<file path="src/rtl/manchester_pulse_classifier_if.sv">
// Bundle between the bus sampler, the pulse classifier and the word decoder.
// master drives the sample/control side; slave is the classifier itself.
interface manchester_pulse_classifier_if #(
    parameter int COUNTER_SIZE = 5
);
    logic                    i_enable;
    logic                    i_sample_en;
    logic                    i_rx_data;
    logic                    i_err_clr;
    logic                    o_sym_valid;
    logic [1:0]              o_sym_code;
    logic                    o_sym_level;
    logic [COUNTER_SIZE-1:0] o_sym_len;
    logic                    o_timeout;
    logic                    o_busy;
    logic [15:0]             o_err_count;

    modport master (
        output i_enable, i_sample_en, i_rx_data, i_err_clr,
        input  o_sym_valid, o_sym_code, o_sym_level, o_sym_len,
               o_timeout, o_busy, o_err_count
    );

    modport slave (
        input  i_enable, i_sample_en, i_rx_data, i_err_clr,
        output o_sym_valid, o_sym_code, o_sym_level, o_sym_len,
               o_timeout, o_busy, o_err_count
    );
endinterface

</file>
<file path="src/rtl/manchester_pulse_classifier.sv">
// Run-length pulse classifier for the 1553 receive path: one short/long/sync/invalid symbol per level transition.
// Optional error statistics counter enabled by defining MANCHESTER_PULSE_CLASSIFIER_STATS_EN.
module manchester_pulse_classifier #(
    parameter int COUNTER_SIZE = 5,
    parameter int SHORT_MIN    = 6,
    parameter int SHORT_MAX    = 10,
    parameter int LONG_MIN     = 14,
    parameter int LONG_MAX     = 18,
    parameter int SYNC_MIN     = 22,
    parameter int SYNC_MAX     = 26
) (
    input logic                         i_clk,
    input logic                         i_rst,
    manchester_pulse_classifier_if.slave bus
);

    localparam int MAX_COUNT = (2 ** COUNTER_SIZE) - 1;

    if (SHORT_MIN >= SHORT_MAX || LONG_MIN >= LONG_MAX || SYNC_MIN >= SYNC_MAX) begin : g_bad_order
        $fatal(1, "manchester_pulse_classifier: window lower bound must be below upper bound");
    end
    if (SHORT_MAX >= LONG_MIN || LONG_MAX >= SYNC_MIN) begin : g_bad_overlap
        $fatal(1, "manchester_pulse_classifier: windows overlap or are out of order");
    end
    if (SYNC_MAX >= MAX_COUNT) begin : g_bad_range
        $fatal(1, "manchester_pulse_classifier: sync window does not fit the run counter");
    end
    if (SHORT_MIN == 0) begin : g_bad_zero
        $fatal(1, "manchester_pulse_classifier: SHORT_MIN must be non-zero");
    end

    localparam logic [COUNTER_SIZE-1:0] MAX_C       = COUNTER_SIZE'(MAX_COUNT);
    localparam logic [COUNTER_SIZE-1:0] ONE_C       = COUNTER_SIZE'(1);
    localparam logic [COUNTER_SIZE-1:0] SHORT_MIN_C = COUNTER_SIZE'(SHORT_MIN);
    localparam logic [COUNTER_SIZE-1:0] SHORT_MAX_C = COUNTER_SIZE'(SHORT_MAX);
    localparam logic [COUNTER_SIZE-1:0] LONG_MIN_C  = COUNTER_SIZE'(LONG_MIN);
    localparam logic [COUNTER_SIZE-1:0] LONG_MAX_C  = COUNTER_SIZE'(LONG_MAX);
    localparam logic [COUNTER_SIZE-1:0] SYNC_MIN_C  = COUNTER_SIZE'(SYNC_MIN);
    localparam logic [COUNTER_SIZE-1:0] SYNC_MAX_C  = COUNTER_SIZE'(SYNC_MAX);

    typedef enum logic [1:0] {
        ST_IDLE      = 2'b00,
        ST_ARM       = 2'b01,
        ST_WAIT_EDGE = 2'b10,
        ST_MEASURE   = 2'b11
    } state_t;

    function automatic logic [1:0] classify(input logic [COUNTER_SIZE-1:0] len);
        if (len >= SHORT_MIN_C && len <= SHORT_MAX_C) begin
            classify = 2'b00;
        end else if (len >= LONG_MIN_C && len <= LONG_MAX_C) begin
            classify = 2'b01;
        end else if (len >= SYNC_MIN_C && len <= SYNC_MAX_C) begin
            classify = 2'b10;
        end else begin
            classify = 2'b11;
        end
    endfunction

    state_t                  state_r;
    state_t                  state_nxt_s;
    logic                    level_r;
    logic [COUNTER_SIZE-1:0] count_r;
    logic                    edge_s;
    logic                    sym_fire_s;
    logic                    timeout_fire_s;
    logic [1:0]              code_s;

    logic                    sym_valid_r;
    logic [1:0]              sym_code_r;
    logic                    sym_level_r;
    logic [COUNTER_SIZE-1:0] sym_len_r;
    logic                    timeout_r;

    assign edge_s = (bus.i_rx_data != level_r);

    // State register
    always_ff @(posedge i_clk) begin
        if (i_rst) begin
            state_r <= ST_IDLE;
        end else begin
            state_r <= state_nxt_s;
        end
    end

    // Next-state logic; a dropped enable overrides everything
    always_comb begin
        state_nxt_s = state_r;
        if (!bus.i_enable) begin
            state_nxt_s = ST_IDLE;
        end else begin
            case (state_r)
                ST_IDLE: state_nxt_s = ST_ARM;
                ST_ARM: begin
                    if (bus.i_sample_en) begin
                        state_nxt_s = ST_WAIT_EDGE;
                    end else begin
                        state_nxt_s = ST_ARM;
                    end
                end
                ST_WAIT_EDGE: begin
                    if (bus.i_sample_en && edge_s) begin
                        state_nxt_s = ST_MEASURE;
                    end else begin
                        state_nxt_s = ST_WAIT_EDGE;
                    end
                end
                ST_MEASURE: begin
                    if (timeout_fire_s) begin
                        state_nxt_s = ST_WAIT_EDGE;
                    end else begin
                        state_nxt_s = ST_MEASURE;
                    end
                end
                default: state_nxt_s = ST_IDLE;
            endcase
        end
    end

    // Symbol/timeout decisions for the current strobe
    always_comb begin
        sym_fire_s     = 1'b0;
        timeout_fire_s = 1'b0;
        code_s         = classify(count_r);
        if (bus.i_enable && bus.i_sample_en && state_r == ST_MEASURE) begin
            if (edge_s) begin
                sym_fire_s = 1'b1;
            end else if (count_r == MAX_C) begin
                timeout_fire_s = 1'b1;
            end else begin
                sym_fire_s     = 1'b0;
                timeout_fire_s = 1'b0;
            end
        end else begin
            sym_fire_s     = 1'b0;
            timeout_fire_s = 1'b0;
        end
    end

    // Stored level and run-length counter, advanced only on sample strobes
    always_ff @(posedge i_clk) begin
        if (i_rst || !bus.i_enable) begin
            level_r <= 1'b0;
            count_r <= '0;
        end else if (bus.i_sample_en) begin
            case (state_r)
                ST_ARM: level_r <= bus.i_rx_data;
                ST_WAIT_EDGE, ST_MEASURE: begin
                    if (edge_s) begin
                        level_r <= bus.i_rx_data;
                        count_r <= ONE_C;
                    end else if (state_r == ST_MEASURE && count_r != MAX_C) begin
                        count_r <= count_r + ONE_C;
                    end else begin
                        count_r <= '0;
                    end
                end
                default: count_r <= '0;
            endcase
        end
    end

    // Registered symbol outputs; the payload holds until the next symbol
    always_ff @(posedge i_clk) begin
        if (i_rst) begin
            sym_valid_r <= 1'b0;
            sym_code_r  <= 2'b00;
            sym_level_r <= 1'b0;
            sym_len_r   <= '0;
            timeout_r   <= 1'b0;
        end else begin
            sym_valid_r <= sym_fire_s;
            timeout_r   <= timeout_fire_s;
            if (sym_fire_s) begin
                sym_code_r  <= code_s;
                sym_level_r <= level_r;
                sym_len_r   <= count_r;
            end
        end
    end

    assign bus.o_sym_valid = sym_valid_r;
    assign bus.o_sym_code  = sym_code_r;
    assign bus.o_sym_level = sym_level_r;
    assign bus.o_sym_len   = sym_len_r;
    assign bus.o_timeout   = timeout_r;
    assign bus.o_busy      = (state_r == ST_MEASURE);

`ifdef MANCHESTER_PULSE_CLASSIFIER_STATS_EN
    function automatic logic [15:0] sat_inc(input logic [15:0] v);
        sat_inc = (v == 16'hFFFF) ? v : v + 16'd1;
    endfunction

    logic [15:0] err_count_r;
    logic        err_inc_s;

    assign err_inc_s = (sym_fire_s && code_s == 2'b11) || timeout_fire_s;

    // Saturating error counter; clear takes priority over a same-cycle error
    always_ff @(posedge i_clk) begin
        if (i_rst || bus.i_err_clr) begin
            err_count_r <= 16'h0000;
        end else if (err_inc_s) begin
            err_count_r <= sat_inc(err_count_r);
        end
    end

    assign bus.o_err_count = err_count_r;
`else
    assign bus.o_err_count = 16'h0000;
`endif

endmodule
</file>
<file path="src/flat_wrapper.sv">
// flat-port wrapper written by rule: the top's interface ports become plain ports
module manchester_pulse_classifier_flat 
#(
    parameter int COUNTER_SIZE = 5,
    parameter int SHORT_MIN    = 6,
    parameter int SHORT_MAX    = 10,
    parameter int LONG_MIN     = 14,
    parameter int LONG_MAX     = 18,
    parameter int SYNC_MIN     = 22,
    parameter int SYNC_MAX     = 26
)
  (i_clk, i_rst, bus_i_enable, bus_i_sample_en, bus_i_rx_data, bus_i_err_clr, bus_o_sym_valid, bus_o_sym_code, bus_o_sym_level, bus_o_sym_len, bus_o_timeout, bus_o_busy, bus_o_err_count);
  manchester_pulse_classifier_if #(.COUNTER_SIZE(COUNTER_SIZE)) bus_i ();
  input logic i_clk;
  input logic i_rst;
  input wire logic [$bits(bus_i.i_enable)-1:0] bus_i_enable;
  input wire logic [$bits(bus_i.i_sample_en)-1:0] bus_i_sample_en;
  input wire logic [$bits(bus_i.i_rx_data)-1:0] bus_i_rx_data;
  input wire logic [$bits(bus_i.i_err_clr)-1:0] bus_i_err_clr;
  output wire logic [$bits(bus_i.o_sym_valid)-1:0] bus_o_sym_valid;
  output wire logic [$bits(bus_i.o_sym_code)-1:0] bus_o_sym_code;
  output wire logic [$bits(bus_i.o_sym_level)-1:0] bus_o_sym_level;
  output wire logic [$bits(bus_i.o_sym_len)-1:0] bus_o_sym_len;
  output wire logic [$bits(bus_i.o_timeout)-1:0] bus_o_timeout;
  output wire logic [$bits(bus_i.o_busy)-1:0] bus_o_busy;
  output wire logic [$bits(bus_i.o_err_count)-1:0] bus_o_err_count;
  assign bus_i.i_enable = bus_i_enable;
  assign bus_i.i_sample_en = bus_i_sample_en;
  assign bus_i.i_rx_data = bus_i_rx_data;
  assign bus_i.i_err_clr = bus_i_err_clr;
  assign bus_o_sym_valid = bus_i.o_sym_valid;
  assign bus_o_sym_code = bus_i.o_sym_code;
  assign bus_o_sym_level = bus_i.o_sym_level;
  assign bus_o_sym_len = bus_i.o_sym_len;
  assign bus_o_timeout = bus_i.o_timeout;
  assign bus_o_busy = bus_i.o_busy;
  assign bus_o_err_count = bus_i.o_err_count;
  manchester_pulse_classifier #(.COUNTER_SIZE(COUNTER_SIZE), .SHORT_MIN(SHORT_MIN), .SHORT_MAX(SHORT_MAX), .LONG_MIN(LONG_MIN), .LONG_MAX(LONG_MAX), .SYNC_MIN(SYNC_MIN), .SYNC_MAX(SYNC_MAX)) u_core (.i_clk(i_clk), .i_rst(i_rst), .bus(bus_i));
endmodule
</file>
<file path="config.mk">
export PLATFORM = sky130hd
export DESIGN_NAME = manchester_pulse_classifier_flat
export DESIGN_NICKNAME = d
export VERILOG_FILES = /design/src/rtl/manchester_pulse_classifier_if.sv /design/src/rtl/manchester_pulse_classifier.sv /design/src/flat_wrapper.sv
export SDC_FILE = /design/constraint.sdc
export NUM_CORES = 1
export LEC_CHECK = 0
export ABC_AREA = 1
export CORE_MARGIN = 1
export CORE_UTILIZATION = 28
export CTS_CLUSTER_DIAMETER = 80
export CTS_CLUSTER_SIZE = 8
export DETAILED_ROUTE_END_ITERATION = 8
export HOLD_SLACK_MARGIN = 0.03
export PLACE_DENSITY = 0.62
export SETUP_SLACK_MARGIN = 0.05
export SLEW_MARGIN = 15
export SYNTH_ARGS = -nofsm -noshare
export SYNTH_HDL_FRONTEND = slang
export SYNTH_SLANG_ARGS = --single-unit
</file>
<file path="constraint.sdc">
create_clock -name i_clk -period 1.57 [get_ports i_clk]
set_clock_uncertainty 0.2 [all_clocks]
set_input_delay 0.2355 -clock i_clk [delete_from_list [all_inputs] [get_ports i_clk]]
set_output_delay 0.2355 -clock i_clk [all_outputs]
set_load 0.01 [all_outputs]
</file>
==> results of run 1 <==
layer usage:
metal	global-route usage, %	vias to the layer above	share of wire, %
met3	3.28	0	3.9
li1	-	507	-
met4	2.03	0	0
met1	13.6	402	52
met5	0	-	0
met2	15.6	24	44
area by class of cell:
class                   instances  area [sq um]
repair buffers                 36           294
fillers                       375          2010
well taps                      46          57.6
clock buffers                   4          55.1
multi-input cells             109           587
inverters                      19          75.1
flip-flops and latches         18           363
cells by family (layout without fill, tap and decap cells):
| family | Yosys count | count (layout) | share of synthesized area [%] |
|---|---|---|---|
| flip-flops | 18 | 18 | 34.8 |
| other | 1 | 16 | 0.362 |
| adder cells (fa/ha/maj) | 3 | 3 | 3.62 |
| buffers and inverters | 36 | 59 | 19.0 |
| AND/OR/NAND/NOR | 70 | 70 | 31.3 |
| XOR/XNOR | 1 | 1 | 0.846 |
| AO/OA/AOI/OAI | 19 | 19 | 10.1 |
sequential cells by signal (all words and copies together) (netlist names):
name	cells
u_core.bus.o_timeout	1
u_core.bus.o_sym_valid	1
u_core.bus.o_sym_code	2
u_core.level_r	1
u_core.bus.o_sym_level	1
u_core.count_r	5
u_core.state_r	2
u_core.bus.o_sym_len	5
worst paths after layout:
kind         slack, ps                  endpoint  cells after the start                     start
max                 50         u_core.count_r[0]                      9         u_core.count_r[1]
min                260  u_core.bus.o_sym_code[0]                      2  u_core.bus.o_sym_code[0]
max reg2reg         50         u_core.count_r[0]                      9         u_core.count_r[1]
min reg2reg        260  u_core.bus.o_sym_code[0]                      2  u_core.bus.o_sym_code[0]
power breakdown:
group	switching (mW)	internal, mW
logic	0.0619	0.0402
registers	0.00277	0.461
clock network	0.160	0.223
layout by cell type, fill, tap and decap left out, types with 2 or more instances in the layout:
cell type / netlist / final
dfxtp_1: 18 / 16
nand2_4: 1 / 2
nand2_1: 32 / 31
a21oi_1: 9 / 9
nor2_4: 1 / 2
nor2_1: 23 / 21
dfxtp_2: 0 / 2
clkdlybuf4s50_1: 0 / 4
inv_1: 16 / 15
a21oi_2: 2 / 2
dlygate4sd2_1: 0 / 11
inv_2: 2 / 2
clkbuf_8: 0 / 4
ha_4: 0 / 2
conb_1: 1 / 16
buf_4: 16 / 21
nand3_1: 9 / 8
o21ai_0: 5 / 5
timing repair:
item                                    4_1_cts  5_1_grt
hold buffers                                  0        0
gates resized for setup                      14        8
pin swaps                                     5       11
endpoints found under the setup margin       15        9
cloned                                        0        0
buffers inserted                              1        0
critical path: stages (launching register included):
cell and delay, ps:
dfxtp_2 340, ha_4 160, nand2_4 70, nor2_4 40, ha_4 160, nor2_4 150
inv_2 50, o21ai_2 100, nand2_1 70, a21oi_2 120
==> summary.txt, run 1 <==
synth top area cells = dfxtp_1, buf_4, nand2_1
Total GRT Usage = 10.1%
worst-path fanout max = 4
clock tree buffer depth = 2
Hold Crit Class = reg2reg
TritonCTS Buffers = 3
Overflow after GRT = 0
LEAKAGE = 0.701 nW
synthesis warning total = 0
die area = 3950 sq um
Post-synth EDFFs = 0
dpl cell area = 1330 sq um
Post-Syn Area = 1040 sq um
Die Span X = 62.8 um
area leader, netlist = dfxtp_1
Yosys cell types = 23
worst setup margin = 48.8 ps
final worst-path cycle share = 96.9%
drt drc = 0
top cells by count, synth = nand2_1, nor2_1, dfxtp_1
ys async rst share = 0%
RSZ-0062 raised after global routing = yes
Die H = 62.8 um
clock period minus worst slack = 1520 ps
pin count of the biggest net entering global routing = 11
GPL Wtd Cong = 0.810
worst endpoint required time = 1560 ps
total of max-cap violations = 0
startpoint types = flip-flop
Initial Util = 30.1%
# setup viols final = 0
outcome = completed
Detailed Place HPWL = 1.55 mm
Power Density = 662 nW/um^2
drt pass-1 iters = 4
Slew Viols, Final = 0
initial antenna violation count = 0
vias = 933
Layout Nets = 196
core area = 3440 sq um
clock sink count = 18
number of cell rows = 21
Post-synth top flop = dfxtp_1
fin util = 41.6%
Synth Instances = 148
Avg WL per Cell = 8.43 um
critical path arrival = 1510 ps
antenna violation net count after detailed routing = 0
setup TNS = 0 ps
Initial DRC Count = 49
fin area = 1430 sq um
post-route non-filler standard cell count = 232
Placed Cells = 227
Pwr Total = 0.948 mW
hold_ws = 258 ps
first-pass GRT wire length = 3.28 mm
clk_lat worst skew = 260 ps
Seq/Total Area, Yosys = 34.8%
Worst Setup Path Type = reg2reg
CTS tree = yes
CTS clk-pin slew, worst paths = 70 ps
synthesis-stage register bit count = 18
vias in the first global route = 778
endpoint class of the critical path = flip-flop
layout cells sized above 1 = 24.2%
CTS root buf = clkbuf_8
maximum vdd ir drop = 395 uV
num ports = 33
Buffers on Ports = 15
share of the synthesized area in the top cell type = 34.8%
Antenna diodes = 0
Final Hold Viols = 0
highest clock rate = 657 MHz
Area Growth Syn to Fin = 38.2%
H-tree levels = 1
most numerous cell in the Yosys netlist = nand2_1
Routed Wire Length = 1.96 mm
Mean Syn Cell Area = 7.00 sq um
via density per instance = 4.02
Place WS = -144 ps
No activity file was read; power rests on OpenSTA's default activity.
==> run 2, diff against run 1 <==
--- a/config.mk
+++ b/config.mk
@@ -11,8 +11,9 @@
 export CTS_CLUSTER_DIAMETER = 80
 export CTS_CLUSTER_SIZE = 8
 export DETAILED_ROUTE_END_ITERATION = 8
+export DONT_BUFFER_PORTS = 1
 export HOLD_SLACK_MARGIN = 0.03
-export PLACE_DENSITY = 0.62
+export PLACE_DENSITY = 0.5
 export SETUP_SLACK_MARGIN = 0.05
 export SLEW_MARGIN = 15
 export SYNTH_ARGS = -nofsm -noshare
==> run 2 against run 1 <==
  * Setup slack improved by 11 ps
  * Combinational power fell by 27%
  * First-iteration DRC count fell by 49%
  * Count of clock-buffer cells in the layout did not move
  * Fmax rose by 0.75%
  * Power fell by 2.0%
  * Sequential share of layout area rose by 4.8 points
  * Critical endpoint unchanged
  * Largest cell class unchanged
==> summary.txt, run 2 (same netlist as run 1, synthesis figures left out) <==
outcome = completed
highest clock rate = 662 MHz (+0.75%)
via density per instance = 4.23 (+5.2%)
Overflow after GRT = 0 (unchanged)
Power Density = 771 nW/um^2 (+16%)
drt drc = 0 (unchanged)
# setup viols final = 0 (unchanged)
first-pass GRT wire length = 3.55 mm (+8.4%)
die area = 3950 sq um (unchanged)
most common cell after layout, fill and taps aside = nand2_1
drt pass-1 iters = 4 (unchanged)
Final Hold Viols = 0 (unchanged)
H-tree levels = 1 (unchanged)
total of max-cap violations = 0 (unchanged)
clock period minus worst slack = 1510 ps (-11.4 ps)
reg2reg path depth = 9 (unchanged)
Initial Util = 30.1% (unchanged)
max incr delay on CP = 340 ps (about the same)
CTS tree = yes
CTS root buf = clkbuf_8
Area Growth Syn to Fin = 16.3%
area of the multi-input gates = 582 sq um (-0.85%)
antenna violation net count after detailed routing = 0 (unchanged)
FILL cells = 388 (+3.5%)
Routed Wire Length = 2.07 mm (+5.6%)
hold_ws = 27.0 ps (-231 ps)
initial antenna violation count = 0 (unchanged)
CP max stage cell = dfxtp_2
Buf+Inv Stages, Crit Path = 1 (unchanged)
Buffers on Ports = 0 (-15)
clock tree buffer depth = 2 (unchanged)
RSZ-0062 raised after global routing = yes
CTS clk-pin slew, worst paths = 70 ps (about the same)
post-route non-filler standard cell count = 205 (-12%)
clk_lat worst skew = 260 ps (about the same)
critical path arrival = 1500 ps (about the same)
Hold Crit Class = in2reg
startpoint types = flip-flop
Seq. cell area = 363 sq um (unchanged)
LEAKAGE = 0.534 nW (-24%)
Die H = 62.8 um (unchanged)
Slew Viols, Final = 0 (unchanged)
GPL Wtd Cong = 0.733 (-9.5%)
number of cell rows = 21 (unchanged)
final worst-path cycle share = 96.2% (-0.72 points)
Antenna diodes = 0 (unchanged)
Hold Path Cell Cnt = 4 (+2)
layout cells sized above 1 = 18.2% (-6.0 points)
worst setup margin = 60.2 ps (+11.4 ps)
delay-heaviest family, CP = flip-flops
most frequent cells in the layout = nand2_1, nor2_1, conb_1, dfxtp_1, inv_1
worst endpoint required time = 1560 ps (about the same)
Placed Cells = 198 (-13%)
endpoint class of the critical path = flip-flop
core area = 3440 sq um (unchanged)
maximum vdd ir drop = 554 uV (+40%)
pin count of the biggest net entering global routing = 11 (unchanged)
CP Depth = 9 (unchanged)
num ports = 33 (unchanged)
clock sink count = 18 (unchanged)
Initial DRC Count = 25 (-49%)
vias = 867 (-7.1%)
Place WS = -12.5 ps (+131 ps)
vias in the first global route = 822 (+5.7%)
Avg WL per Cell = 10.1 um (+20%)
Detailed Place HPWL = 1.59 mm (+2.9%)
Layout Nets = 169 (-14%)
Worst Setup Path Type = reg2reg
TritonCTS Buffers = 3 (unchanged)
Die Span X = 62.8 um (unchanged)
Total GRT Usage = 11.2% (+1.1 points)
CP Cell Sequence = ha_4 > nand2_4 > nor2_4 > ha_4 > nor2_4 > inv_2 > o21ai_2 > nand2_1 > a21oi_2
worst-path fanout max = 4 (unchanged)
run 2: cell count changes in the layout (fill, tap and decap cells not counted):
cell	change
inv_2	+1
clkdlybuf4s50_1	-4
dlygate4sd2_1	-11
dlygate4sd3_1	+3
nand3_1	+1
inv_4	-1
nand3_2	-1
buf_4	-15
run 2: report_power, final:
| group | total [mW] | leakage, nW | internal [mW] | switching [mW] |
|---|---|---|---|---|
| sequential | 0.466 | 0.146 | 0.461 | 0.00490 |
| clock | 0.389 | 0.0288 | 0.223 | 0.166 |
| combinational | 0.0748 | 0.359 | 0.0212 | 0.0537 |
run 2: worst paths after layout:
path,startpoint,to,slack (ps)
min,bus_i_rx_data,u_core.level_r,30
min reg2reg,u_core.bus.o_sym_len[4],u_core.bus.o_sym_len[4],310
max,u_core.count_r[1],u_core.count_r[0],60
max reg2reg,u_core.count_r[1],u_core.count_r[0],60
run 2: through the flow:
stage / TNS, ps / total power [mW] / util (%) / area (sq um)
2_1_floorplan: 0 / 0.558 / - / 1100
3_3_place_gp: 0 / 0.538 / 31.3 / 1080
3_5_place_dp: -12.5 / 0.538 / 31.3 / 1080
4_1_cts: 0 / 0.939 / 33.9 / 1170
5_1_grt: -84.9 / 0.972 / 35.0 / 1200
6_report: 0 / 0.929 / 35.0 / 1200
run 2: what timing repair did:
action,4_1_cts,5_1_grt
setup buffers,0,0
pin swaps,4,9
hold buffers,2,1
hold endpoints to repair,16,1
resized for setup,3,6
endpoints found under the setup margin,4,13
run 2: worst min-delay path, cell delays in order:
cell	delay, ps
inv_1	30
nand3_1	70
nand2_1	50
nor2_1	70
run 2: layer usage:
layer | part of all wire (%) | up-vias | global-route usage, %
met5 | 0 | - | 0
met4 | 0 | 0 | 2.62
met3 | 5.5 | 0 | 4.38
met2 | 47 | 24 | 18.3
met1 | 47 | 393 | 13.7
li1 | - | 450 | -
run 2: cell type report:
class	instances	share of cell area, %
timing repair buffer	9	6.23
tap	46	4.78
multi-input combinational	109	48.3
inverter	19	6.02
clock buffer	4	4.57
sequential	18	30.1
